==> src/rtl/instr_mem_loader_if.sv <==
// Byte-stream loader bus: host byte handshake plus instruction-memory write port.
// Latency: n/a (signal bundle only).
// Backpressure: byteReady from the loader throttles the host byte stream.
//
// Signals:
//   start      host -> loader  1-cycle pulse, begin/restart a load at address 0
//   byteIn     host -> loader  stream byte
//   byteValid  host -> loader  byteIn valid
//   byteReady  loader -> host  loader accepts a byte this cycle
//   wrEn       loader -> mem   1-cycle write strobe
//   wrAddr     loader -> mem   write address
//   wrData     loader -> mem   assembled instruction word
//   busy       loader -> host  load in progress
//   done       loader -> host  all words written, held until next start
//   chkErr     loader -> host  checksum mismatch (checksum build only)
interface instr_mem_loader_if #(
  parameter int TAM    = 32,
  parameter int ADDR_W = 4
);
  logic              start;
  logic [7:0]        byteIn;
  logic              byteValid;
  logic              byteReady;
  logic              wrEn;
  logic [ADDR_W-1:0] wrAddr;
  logic [TAM-1:0]    wrData;
  logic              busy;
  logic              done;
  logic              chkErr;

  // host / testbench side
  modport master (
    output start, byteIn, byteValid,
    input  byteReady, wrEn, wrAddr, wrData, busy, done, chkErr
  );

  // loader side
  modport slave (
    input  start, byteIn, byteValid,
    output byteReady, wrEn, wrAddr, wrData, busy, done, chkErr
  );
endinterface

==> src/rtl/instr_mem_loader.sv <==
// Packs a byte stream (MSB first) into tam-bit words, writes DEPTH words to addr 0..DEPTH-1.
// Latency: wrEn one cycle after the last byte of a word is accepted; tam/8+1 cycles/word peak.
// Backpressure: byteReady low outside COLLECT (and CHECK); byteValid gaps only stall COLLECT.
//
// Ports:
//   clk    rising-edge clock
//   rst_n  asynchronous active-low reset
//   bus    instr_mem_loader_if.slave (start, byte handshake, write port, status)
// Optional feature macro: LOADER_CHECKSUM_EN adds a trailing XOR checksum byte and chkErr.
// tam must be a multiple of 8 and at least 16.
module instr_mem_loader #(
  parameter int tam    = 32,
  parameter int DEPTH  = 16,
  parameter int ADDR_W = 4
) (
  input  logic                  clk,
  input  logic                  rst_n,
  instr_mem_loader_if.slave     bus
);

  localparam int NB    = tam / 8;
  localparam int CNT_W = (NB > 1) ? $clog2(NB) : 1;

`ifdef LOADER_CHECKSUM_EN
  typedef enum logic [2:0] {S_IDLE, S_COLLECT, S_WRITE, S_DONE, S_CHECK} state_t;
`else
  typedef enum logic [1:0] {S_IDLE, S_COLLECT, S_WRITE, S_DONE} state_t;
`endif

  state_t            state_q, state_d;
  logic [CNT_W-1:0]  cnt_q;
  logic [ADDR_W-1:0] addr_q;
  logic [ADDR_W-1:0] wr_addr_q;
  logic [tam-1:0]    shift_q;
  logic [tam-1:0]    wr_data_q;
  logic [tam-1:0]    word_nxt;
  logic              byte_rdy;
  logic              busy;
  logic              done;
  logic              wr_en;
  logic              accept;
  logic              last_byte;
  logic              last_addr;

`ifdef LOADER_CHECKSUM_EN
  logic [7:0]        xor_q;
  logic              chk_err_q;
`endif

  assign word_nxt  = {shift_q[tam-9:0], bus.byteIn};
  assign last_byte = (cnt_q == CNT_W'(NB - 1));
  assign last_addr = (addr_q == ADDR_W'(DEPTH - 1));
  // start takes priority over a coincident byte: the byte is dropped
  assign accept    = bus.byteValid & byte_rdy & ~bus.start;

  // ---------------- state register ----------------
  always_ff @(posedge clk or negedge rst_n) begin
    if (!rst_n) state_q <= S_IDLE;
    else        state_q <= state_d;
  end

  // ---------------- next-state logic ----------------
  always_comb begin
    state_d = state_q;
    if (bus.start) begin
      // start from any state (including mid-load) restarts at address 0
      state_d = S_COLLECT;
    end else begin
      case (state_q)
        S_IDLE:    state_d = S_IDLE;
        S_COLLECT: if (accept && last_byte) state_d = S_WRITE;
        S_WRITE: begin
          if (last_addr) begin
`ifdef LOADER_CHECKSUM_EN
            state_d = S_CHECK;
`else
            state_d = S_DONE;
`endif
          end else begin
            state_d = S_COLLECT;
          end
        end
        S_DONE:    state_d = S_DONE;
`ifdef LOADER_CHECKSUM_EN
        S_CHECK:   if (accept) state_d = S_DONE;
`endif
        default:   state_d = S_IDLE;
      endcase
    end
  end

  // ---------------- output logic ----------------
  always_comb begin
    byte_rdy = 1'b0;
    busy     = 1'b0;
    done     = 1'b0;
    wr_en    = 1'b0;
    case (state_q)
      S_COLLECT: begin
        byte_rdy = 1'b1;
        busy     = 1'b1;
      end
      S_WRITE: begin
        busy  = 1'b1;
        // an abort landing on the write cycle suppresses the write
        wr_en = ~bus.start;
      end
      S_DONE: done = 1'b1;
`ifdef LOADER_CHECKSUM_EN
      S_CHECK: begin
        byte_rdy = 1'b1;
        busy     = 1'b1;
      end
`endif
      default: ;
    endcase
  end

  // ---------------- datapath ----------------
  always_ff @(posedge clk or negedge rst_n) begin
    if (!rst_n) begin
      cnt_q     <= '0;
      addr_q    <= '0;
      wr_addr_q <= '0;
      shift_q   <= '0;
      wr_data_q <= '0;
`ifdef LOADER_CHECKSUM_EN
      xor_q     <= '0;
      chk_err_q <= 1'b0;
`endif
    end else if (bus.start) begin
      // partial word discarded; wr_addr_q/wr_data_q keep their last value
      cnt_q     <= '0;
      addr_q    <= '0;
      shift_q   <= '0;
`ifdef LOADER_CHECKSUM_EN
      xor_q     <= '0;
      chk_err_q <= 1'b0;
`endif
    end else begin
      if (state_q == S_COLLECT && accept) begin
        shift_q <= word_nxt;
`ifdef LOADER_CHECKSUM_EN
        xor_q   <= xor_q ^ bus.byteIn;
`endif
        if (last_byte) begin
          cnt_q     <= '0;
          wr_data_q <= word_nxt;
          wr_addr_q <= addr_q;
        end else begin
          cnt_q <= cnt_q + 1'b1;
        end
      end
      // address saturates at the last word so it never wraps within a load
      if (state_q == S_WRITE && !last_addr) addr_q <= addr_q + 1'b1;
`ifdef LOADER_CHECKSUM_EN
      if (state_q == S_CHECK && accept) chk_err_q <= (bus.byteIn != xor_q);
`endif
    end
  end

  assign bus.byteReady = byte_rdy;
  assign bus.busy      = busy;
  assign bus.done      = done;
  assign bus.wrEn      = wr_en;
  assign bus.wrAddr    = wr_addr_q;
  assign bus.wrData    = wr_data_q;
`ifdef LOADER_CHECKSUM_EN
  assign bus.chkErr    = chk_err_q;
`else
  assign bus.chkErr    = 1'b0;
`endif

endmodule
==> src/flat_wrapper.sv <==
// flat-port wrapper written by rule: the top's interface ports become plain ports
module instr_mem_loader_flat 
#(
  parameter int tam    = 32,
  parameter int DEPTH  = 16,
  parameter int ADDR_W = 4
)
  (clk, rst_n, bus_start, bus_byteIn, bus_byteValid, bus_byteReady, bus_wrEn, bus_wrAddr, bus_wrData, bus_busy, bus_done, bus_chkErr);
  instr_mem_loader_if #(.ADDR_W(ADDR_W)) bus_i ();
  input  logic clk;
  input  logic rst_n;
  input wire logic [$bits(bus_i.start)-1:0] bus_start;
  input wire logic [$bits(bus_i.byteIn)-1:0] bus_byteIn;
  input wire logic [$bits(bus_i.byteValid)-1:0] bus_byteValid;
  output wire logic [$bits(bus_i.byteReady)-1:0] bus_byteReady;
  output wire logic [$bits(bus_i.wrEn)-1:0] bus_wrEn;
  output wire logic [$bits(bus_i.wrAddr)-1:0] bus_wrAddr;
  output wire logic [$bits(bus_i.wrData)-1:0] bus_wrData;
  output wire logic [$bits(bus_i.busy)-1:0] bus_busy;
  output wire logic [$bits(bus_i.done)-1:0] bus_done;
  output wire logic [$bits(bus_i.chkErr)-1:0] bus_chkErr;
  assign bus_i.start = bus_start;
  assign bus_i.byteIn = bus_byteIn;
  assign bus_i.byteValid = bus_byteValid;
  assign bus_byteReady = bus_i.byteReady;
  assign bus_wrEn = bus_i.wrEn;
  assign bus_wrAddr = bus_i.wrAddr;
  assign bus_wrData = bus_i.wrData;
  assign bus_busy = bus_i.busy;
  assign bus_done = bus_i.done;
  assign bus_chkErr = bus_i.chkErr;
  instr_mem_loader #(.tam(tam), .DEPTH(DEPTH), .ADDR_W(ADDR_W)) u_core (.clk(clk), .rst_n(rst_n), .bus(bus_i));
endmodule
==> config.mk <==
export PLATFORM = sky130hd
export DESIGN_NAME = instr_mem_loader_flat
export DESIGN_NICKNAME = d
export VERILOG_FILES = /design/src/rtl/instr_mem_loader_if.sv /design/src/rtl/instr_mem_loader.sv /design/src/flat_wrapper.sv
export SDC_FILE = /design/constraint.sdc
export NUM_CORES = 1
export LEC_CHECK = 0
export ABC_CLOCK_PERIOD_IN_PS = 2400
export BUFFER_PORTS_ARGS = -buffer_cell sky130_fd_sc_hd__buf_2
export CAP_MARGIN = 5
export CORE_MARGIN = 1.5
export CORE_UTILIZATION = 55
export CTS_CLUSTER_DIAMETER = 100
export CTS_CLUSTER_SIZE = 14
export DETAILED_ROUTE_END_ITERATION = 10
export GPL_ROUTABILITY_DRIVEN = 0
export PLACE_DENSITY = 0.84
export SLEW_MARGIN = 20
export SYNTH_ARGS = -nofsm -noshare
export SYNTH_HDL_FRONTEND = slang
export SYNTH_SLANG_ARGS = --single-unit
export TNS_END_PERCENT = 10
==> constraint.sdc <==
create_clock -name clk -period 2.4 [get_ports clk]
set_clock_uncertainty 0.2 [all_clocks]
set_input_delay 0 -clock clk [delete_from_list [all_inputs] [get_ports clk]]
set_output_delay 0 -clock clk [all_outputs]
set_load 0.01 [all_outputs]
* Word level (Yosys, flattened, before mapping) *
Index checks and enable logic that the tools add are counted.

word-level totals
  word-level logic and storage cells = 41
  register bits = 68

cells by class
  bitwise gates (word level) = 3
  $add $sub $neg = 2
  reductions and logical operators = 9
  equal/unequal tests = 6
  mux-type cells = 15

operators by type and width
  kind                   count
  $mux W24               2
  $mux W2                6
  $mux W4                2
  $pmux W2 S4            1
  $eq A2 B2 Y1 const B   3
  $add A4 B1 Y4 const B  1
  $eq A4 B4 Y1 const B   1
  $mux W1                4
  $reduce_bool A2 Y1     2
  $logic_and A1 B1 Y1    3
  $ne A3 B2 Y1 const B   1
  $reduce_and A3 Y1      1
  $add A2 B1 Y2 const B  1
  $and A1 B1 Y1          2
  $eq A2 B1 Y1 const B   1
  $logic_not A2 Y1       1
  $reduce_or A2 Y1       1
  $logic_not A1 Y1       1
  $not A1 Y1             1

* Longest topological paths before layout *
Gate-level depths: netlist (run 1).

  depth after elaboration = 8
  mapped depth = 7
  depth with buffers taken out = 5

* Least setup slack after synthesis (run 1) *
Ideal clock, no wire load.

  path type = register to register
  start = register u_core.state_q[1]
  end = register u_core.wr_addr_q[0], in the netlist u_core.bus.wrAddr[0]
  library setup time = 125 ps
  cell stages (with the launch flop) = 7
  path slack = 580 ps
  data required time = 2,075 ps
  arrival time = 1,494 ps
  period minus slack after synthesis = 1,820 ps
  cells stage by stage = dfrtp_1 > inv_1 > ha_1 > nor2b_4 > nand3_4 > buf_6 > mux2_4

between the ends
  longest elaborated chain between the ends = 6

ends and longest elaborated chain
  what                         line                     RTL
  start: declaration           instr_mem_loader.sv:30   state_t state_q, state_d;
  start signal: assignment     instr_mem_loader.sv:59   else state_q <= state_d;
  $eq A2 B1 Y1                 instr_mem_loader.sv:98   case (state_q)
  $mux W1                      instr_mem_loader.sv:98
  net bus_byteReady            flat_wrapper.sv:15       output wire logic [$bits(bus_i.byteReady)-1:0] bus_byteReady;
  $and A1 B1 Y1 (2 in series)  instr_mem_loader.sv:54   assign accept = bus.byteValid & byte_rdy & ~bus.start;
  $logic_and A1 B1 Y1          instr_mem_loader.sv:141  if (state_q == S_COLLECT && accept) begin
  $reduce_and A3 Y1 (no line)  --
  end signal: assignment       instr_mem_loader.sv:149  wr_addr_q <= addr_q;
  end: declaration             instr_mem_loader.sv:33   logic [ADDR_W-1:0] wr_addr_q;

The timed path passes the listed nets, and every way through them passes these cells.
A chain may end at the register's enable or synchronous reset.

* Worst setup path in the final report (run 1) *
  start = register u_core.state_q[1]
  end = register u_core.wr_data_q[28], in the netlist u_core.bus.wrData[28]

between the ends
  longest elaborated chain between the ends = 6

ends and longest elaborated chain
  what                           line                                             RTL
  $eq A2 B1 Y1 *                 instr_mem_loader.sv:98, instr_mem_loader.sv:141
  $mux W1                        instr_mem_loader.sv:98
  $and A1 B1 Y1 (2 in series)    instr_mem_loader.sv:54
  $logic_and A1 B1 Y1 *          instr_mem_loader.sv:141
  $reduce_and A3 Y1 (no line) *  --
  end signal: assignment         instr_mem_loader.sv:148                          wr_data_q <= word_nxt;
  end: declaration               instr_mem_loader.sv:35                           logic [tam-1:0] wr_data_q;

Mark *: on every way between the ends. The rest lies on a longest branch, timed or not.

==> impl_results.md, run 1 <==
* Drt via density at 5.18
* Global route overflow at 0
* Data arrival, critical path at just under 2000 ps
* Vias at a little under 2,000
* Fin util at 0.699
* Min-Delay Path Class: in -> async
* Cell Rows at 26
* Syn Inst Count at about 240
* Synth-to-Final Area Change at 20.8%
* Number of CTS-inserted buffers at 9
* Commonest non-fill, non-tap cell in the layout: dfrtp_1
* Final Max Slew Viols at 0
* Required time of the critical path at ~2400 ps
* Peak supply drop at ~460 uV
* Drt initial violations at around 150
* Drt wl/cell at approximately 15 um
* First-pass GRT wire length at 9140 um
* Prevailing post-synth register cell: dfrtp_1
* Die Ht at roughly 77 um
* Number of global-route vias before repair at 1,872
* PwrDens at approximately 730 nW/um2
* Sequential share of the synthesized area at 0.569
* Crit path largest cell delay at roughly 430 ps
* Yosys Warn Count at 0
* Placed cells at about 350
* Post-route ant nets at 0
* Initial Utilization at 0.579
* Die X at between 70 and 80 um
* Leak at roughly 1.9 nW
* Worst slew margin at 0.553
* Fmax at 0.508 GHz
* IO Count at 53
* Post-synth EDFFs at 0
* NumNets Final at roughly 320
* Syn nets at about 250
* Fin cells at 372
* Minimum clock period after layout at 1970 ps
* DR pass1 iterations at 4
* Die Area at about 5900 um2
* Avg Inst Size Synth at about 13 um2
* RSZ-0062 raised after global routing: false
* Core Region at between 5000 and 6000 um2
* Setup Crit Path Kind: reg -> reg
* Outcome: finished clean
* Number of port buffers at around 50
* Worst-path cell chain: inv_1 > ha_1 > nor2b_4 > nand3_4 > buf_12 > mux2_4
* Worst slew pin tran at between 600 and 700 ps
* Clock transition at path regs at 70 ps
* Total GRT Usage at 0.202
* Async S/R FF share, synth at 1.00
* CTS H-tree depth at 3
* Clock tree buffer depth at 2
* Count of different cell masters after synthesis at 29
* Share of cells above drive strength 1 at 0.364
* Endpoints failing setup at 0
* Initial antenna violation count at 0
* DRC violations left at 0
* Fillers at ~360
* Max cap viols at 0
* Final WL at about 5400 um
* CP max FO at 15
* Highest-count cells in the layout ignoring fill and taps: 68 x dfrtp_1, 51 x buf_2, 30 x mux2_4
* Fin Setup TNS at 0 ps
* Largest net degree at the start of global routing at 53
* Tcrit/Tclk final at 0.821
* Clock root cell: clkbuf_8
* Final Power at around 2.6 mW
* Multi-input gate area at about 1200 um2
* Worst path slowest cell: dfrtp_1
* Antenna cells at 0
* CTS tree: done
* Register area at 1700 um2
* Final Hold Viols at 0
* Worst skew pair latency at between 300 and 400 ps
* Worst Setup End Kind: register
* WHS at between 30 and 40 ps
* Worst setup SP type: register
* CTS sink cnt at 68
* Post-Syn Area at 2990 um2
* Post-detail-place hpwl at 3370 um
* Synthesis-stage register bit count at just under 70
[area by class of cell]
| type | instances | area share |
|---|---|---|
| sequential | 68 | 0.471 |
| multi-input combinational | 148 | 0.327 |
| timing repair buffer | 65 | 0.117 |
| clock buffer | 12 | 0.0429 |
| tap | 70 | 0.0242 |
| clock inverter | 4 | 0.0132 |
| inverter | 5 | 0.00519 |
[per-layer routing]
metal  track usage  wire, um
met5             0         0
met2         0.299      2430
met3        0.0429       212
met1         0.281      2640
met4         0.106       117
[worst paths after layout]
check / to / from / cells past startpoint / slack, ps
setup reg to reg: u_core.bus.wrData[28] / u_core.state_q[1] / 6 / 430
setup / recovery: u_core.bus.wrData[28] / u_core.state_q[1] / 6 / 430
min in group clk: u_core.addr_q[2] / bus_start / 2 / 30
hold / removal: u_core.addr_q[2] / rst_n / 2 / 30
max in group asynchronous: u_core.bus.wrData[23] / rst_n / 3 / 1340
hold reg to reg: u_core.bus.wrAddr[1] / u_core.bus.wrAddr[1] / 1 / 300
[critical path: cells and delay by family, from the launching register on]
family / cells / cell delay (ps)
flops: 1 / 430
mux: 1 / 290
fa+ha+maj: 1 / 170
buf+inv: 2 / 340
simple gates: 2 / 420
[cell usage after synthesis, types with 4 or more instances]
cell	n	area, um2
dfrtp_1	68	1700
buf_6	4	45.0
inv_1	5	18.8
nand2b_1	28	175
nor2_1	4	15.0
mux2_2	8	90.1
buf_2	4	20.0
mux2_4	30	450
clkbuf_1	5	18.8
o21ai_0	25	125
ha_1	6	75.1
nand2_1	27	101
[where the power goes]
| part | leakage [nW] | internal (mW) | switching, mW |
|---|---|---|---|
| clock | 0.102 | 0.533 | 0.413 |
| combinational | 0.878 | 0.183 | 0.222 |
| sequential | 0.941 | 1.22 | 0.0708 |
[flip-flops by register name, summed over array words and instances (netlist names)]
name               cells
u_core.addr_q          4
u_core.state_q         2
u_core.shift_q        24
u_core.bus.wrAddr      4
u_core.bus.wrData     32
u_core.cnt_q           2
[what timing repair did]
action                                 CTS  global route
hold buffers                            10             0
resized for setup                        0             0
buffers inserted                         0             0
endpoints found under the hold margin   85             0
[per-stage QoR]
step | area [um2] | setup WS [ps]
after floorplan | 2990 | 580
after global routing | 3610 | 344
final | 3610 | 430
after global placement | 3310 | 481
after CTS | 3610 | 420
after detailed placement | 3310 | 420
[cells by family after synthesis]
logic type                 share of synthesized area
DFF                                            0.569
adders and majority gates                     0.0251
muxes                                          0.184
buffers and inverters                         0.0368
other                                        0.00125
and+or+nand+nor                                0.125
AOI/OAI and AO/OA                             0.0589
No activity file was read; power rests on OpenSTA's default activity.
==> run 2, diff against run 1 <==
--- a/config.mk
+++ b/config.mk
@@ -5,7 +5,8 @@
 export SDC_FILE = /design/constraint.sdc
 export NUM_CORES = 1
 export LEC_CHECK = 0
-export ABC_CLOCK_PERIOD_IN_PS = 2400
+export ABC_AREA = 1
+export ABC_CLOCK_PERIOD_IN_PS = 1900
 export BUFFER_PORTS_ARGS = -buffer_cell sky130_fd_sc_hd__buf_2
 export CAP_MARGIN = 5
 export CORE_MARGIN = 1.5
==> constraint.sdc (replaced) <==
create_clock -name clk -period 1.9 [get_ports clk]
set_clock_uncertainty 0.2 [all_clocks]
set_input_delay 0 -clock clk [delete_from_list [all_inputs] [get_ports clk]]
set_output_delay 0 -clock clk [all_outputs]
set_load 0.01 [all_outputs]
==> impl_results.md, run 2 <==
* Top cells by area, synth: dfrtp_1 59%, o21ai_2 11%, nand2_1 6.4%
* Drt via density at approximately 5
* Placement Cell Area at 3180 um2
* Count of different cell masters after synthesis at 19
* Fmax at ~0.56 GHz
* Fin Setup TNS at 0 ps
* Clock root cell: clkbuf_8
* Commonest non-fill, non-tap cell in the layout: dfrtp_1
* Fillers at just under 400
* CP max FO at 16
* First-pass GRT wire length at 8980 um
* Final Hold Viols at 0
* IO Count at 53
* Die Ht at 75.4 um
* Data arrival, critical path at approximately 1800 ps
* Tcrit/Tclk final at 0.935
* Clock transition at path regs at 70 ps
* Total GRT Usage at 0.216
* Antenna cells at 0
* Cell Rows at 26
* DRC violations left at 0
* Cell taking the most area after synthesis: dfrtp_1
* Reg2reg path depth at 7
* Core Region at 5070 um2
* Max FFs per register at 32
* Largest net degree at the start of global routing at 69
* CTS H-tree depth at 3
* Die X at about 75 um
* CTS tree: done
* Sequential share of the synthesized area at 0.590
* Final Max Slew Viols at 0
* Post-synth top area share at 0.590
* Number of port buffers at between 50 and 60
* Worst setup SP type: register
* Placed cells at about 380
* Syn nets at between 200 and 300
* Most frequent cells after synthesis: 68 x dfrtp_1, 49 x nand2_1, 46 x inv_1
* Final WL at 5480 um
* Setup Crit Path Kind: reg -> reg
* DR pass1 iterations at 4
* Post-Syn Area at about 2900 um2
* Initial Utilization at 0.569
* Avg Inst Size Synth at ~11 um2
* WHS at around 3.8 ps
* Minimum clock period after layout at 1780 ps
* Peak supply drop at between 500 and 600 uV
* RSZ-0062 raised after global routing: false
* Worst Setup End Kind: register
* Fin cells at 409
* Global route overflow at 0
* Syn Inst Count at ~270
* Count leader, synth: dfrtp_1
* Post-synth EDFFs at 0
* Required time of the critical path at between 1500 and 2000 ps
* Highest-count cells in the layout ignoring fill and taps: 68 x dfrtp_1, 51 x buf_2, 49 x nand2_1
* PwrDens at between 1000 and 1500 nW/um2
* Number of global-route vias before repair at between 1,500 and 2,000
* Die Area at 5690 um2
* Drt initial violations at about 160
* Vias at approximately 2,000
* Share of cells above drive strength 1 at 0.330
* Async S/R FF share, synth at 1.00
* Post-CTS Setup Repair Bufs at 0
* Synth-to-Final Area Change at 21.0%
* Post-route ant nets at 0
* Final instance area at approximately 3500 um2
* Max cap viols at 0
* NumNets Final at 352
* Prevailing post-synth register cell: dfrtp_1
* Endpoints failing setup at 0
* Worst skew pair latency at 340 ps
* Synthesis-stage register bit count at between 60 and 70
* Yosys Warn Count at 0
* Post-detail-place hpwl at 3590 um
* Min-Delay Path Class: in -> async
* Clock tree buffer depth at 2
* CTS sink cnt at just under 70
* Initial antenna violation count at 0
* Leak at 1.79 nW
* Number of CTS-inserted buffers at 9
* Outcome: finished clean
* Drt wl/cell at about 13 um
[run 2: logic make-up (layout without fill, tap and decap cells)]
| group | Yosys count | in the layout | share of synthesized area |
|---|---|---|---|
| xor gates and xnor gates | 1 | 1 | 0.00303 |
| and+or+nand+nor | 67 | 67 | 0.102 |
| other | 1 | 1 | 0.00130 |
| DFF | 68 | 68 | 0.590 |
| adders and majority gates | 6 | 6 | 0.0260 |
| AOI/OAI and AO/OA | 68 | 68 | 0.177 |
| buffers and inverters | 58 | 128 | 0.101 |
[run 2: layer usage]
layer	share of wire	GRT usage	wire length (um)
met1	0.45	0.285	2450
met2	0.49	0.338	2690
met3	0.045	0.0450	248
met4	0.016	0.115	85
met5	0	0	0
[run 2: cell type report]
type,count,area [um2],area share
multi-input combinational,143,893,0.256
timing repair buffer,66,437,0.125
clock inverter,6,63.8,0.0183
inverter,46,173,0.0494
sequential,68,1700,0.487
tap,70,87.6,0.0251
clock buffer,10,138,0.0394
[run 2: what timing repair did]
item	4_1_cts	5_1_grt
hold buffers	11	0
gates resized for setup	0	1
setup endpoints to repair	0	16
endpoints found under the hold margin	100	0
[run 2: critical path, stage by stage, from the launching register on]
cell and delay (ps):
dfrtp_1 400, inv_1 120, ha_1 200, inv_1 70, nor2_4 150, nand2_2 190, buf_12 210, o22ai_1 140
[run 2: final timing paths]
check                                startpoint               endpoint  slack, ps
min                                       rst_n  u_core.bus.wrData[10]          4
min in group clk                  bus_byteIn[4]   u_core.bus.wrData[4]        270
max                           u_core.state_q[1]      u_core.shift_q[8]        120
min reg2reg                u_core.bus.wrAddr[2]   u_core.bus.wrAddr[2]        280
max in group asynchronous                 rst_n      u_core.state_q[1]       1220
max reg2reg                   u_core.state_q[1]      u_core.shift_q[8]        120
[run 2: report_power, final]
part           total, mW  leakage [nW]  internal (mW)  switching, mW
registers           1.65         0.940           1.58         0.0766
logic              0.695         0.753          0.257          0.438
clock network       1.18        0.0983          0.639          0.542
total               3.53          1.79           2.47           1.06
[run 2: stage by stage]
| stage | total power [mW] | utilization | worst slack, ps |
|---|---|---|---|
| after floorplan | 2.13 | - | 213 |
| after global placement | 2.31 | 0.626 | 154 |
| after detailed placement | 2.36 | 0.626 | 80.3 |
| after CTS | 3.55 | 0.688 | 71.2 |
| after global routing | 3.71 | 0.688 | 5.63 |
| final | 3.53 | 0.688 | 124 |
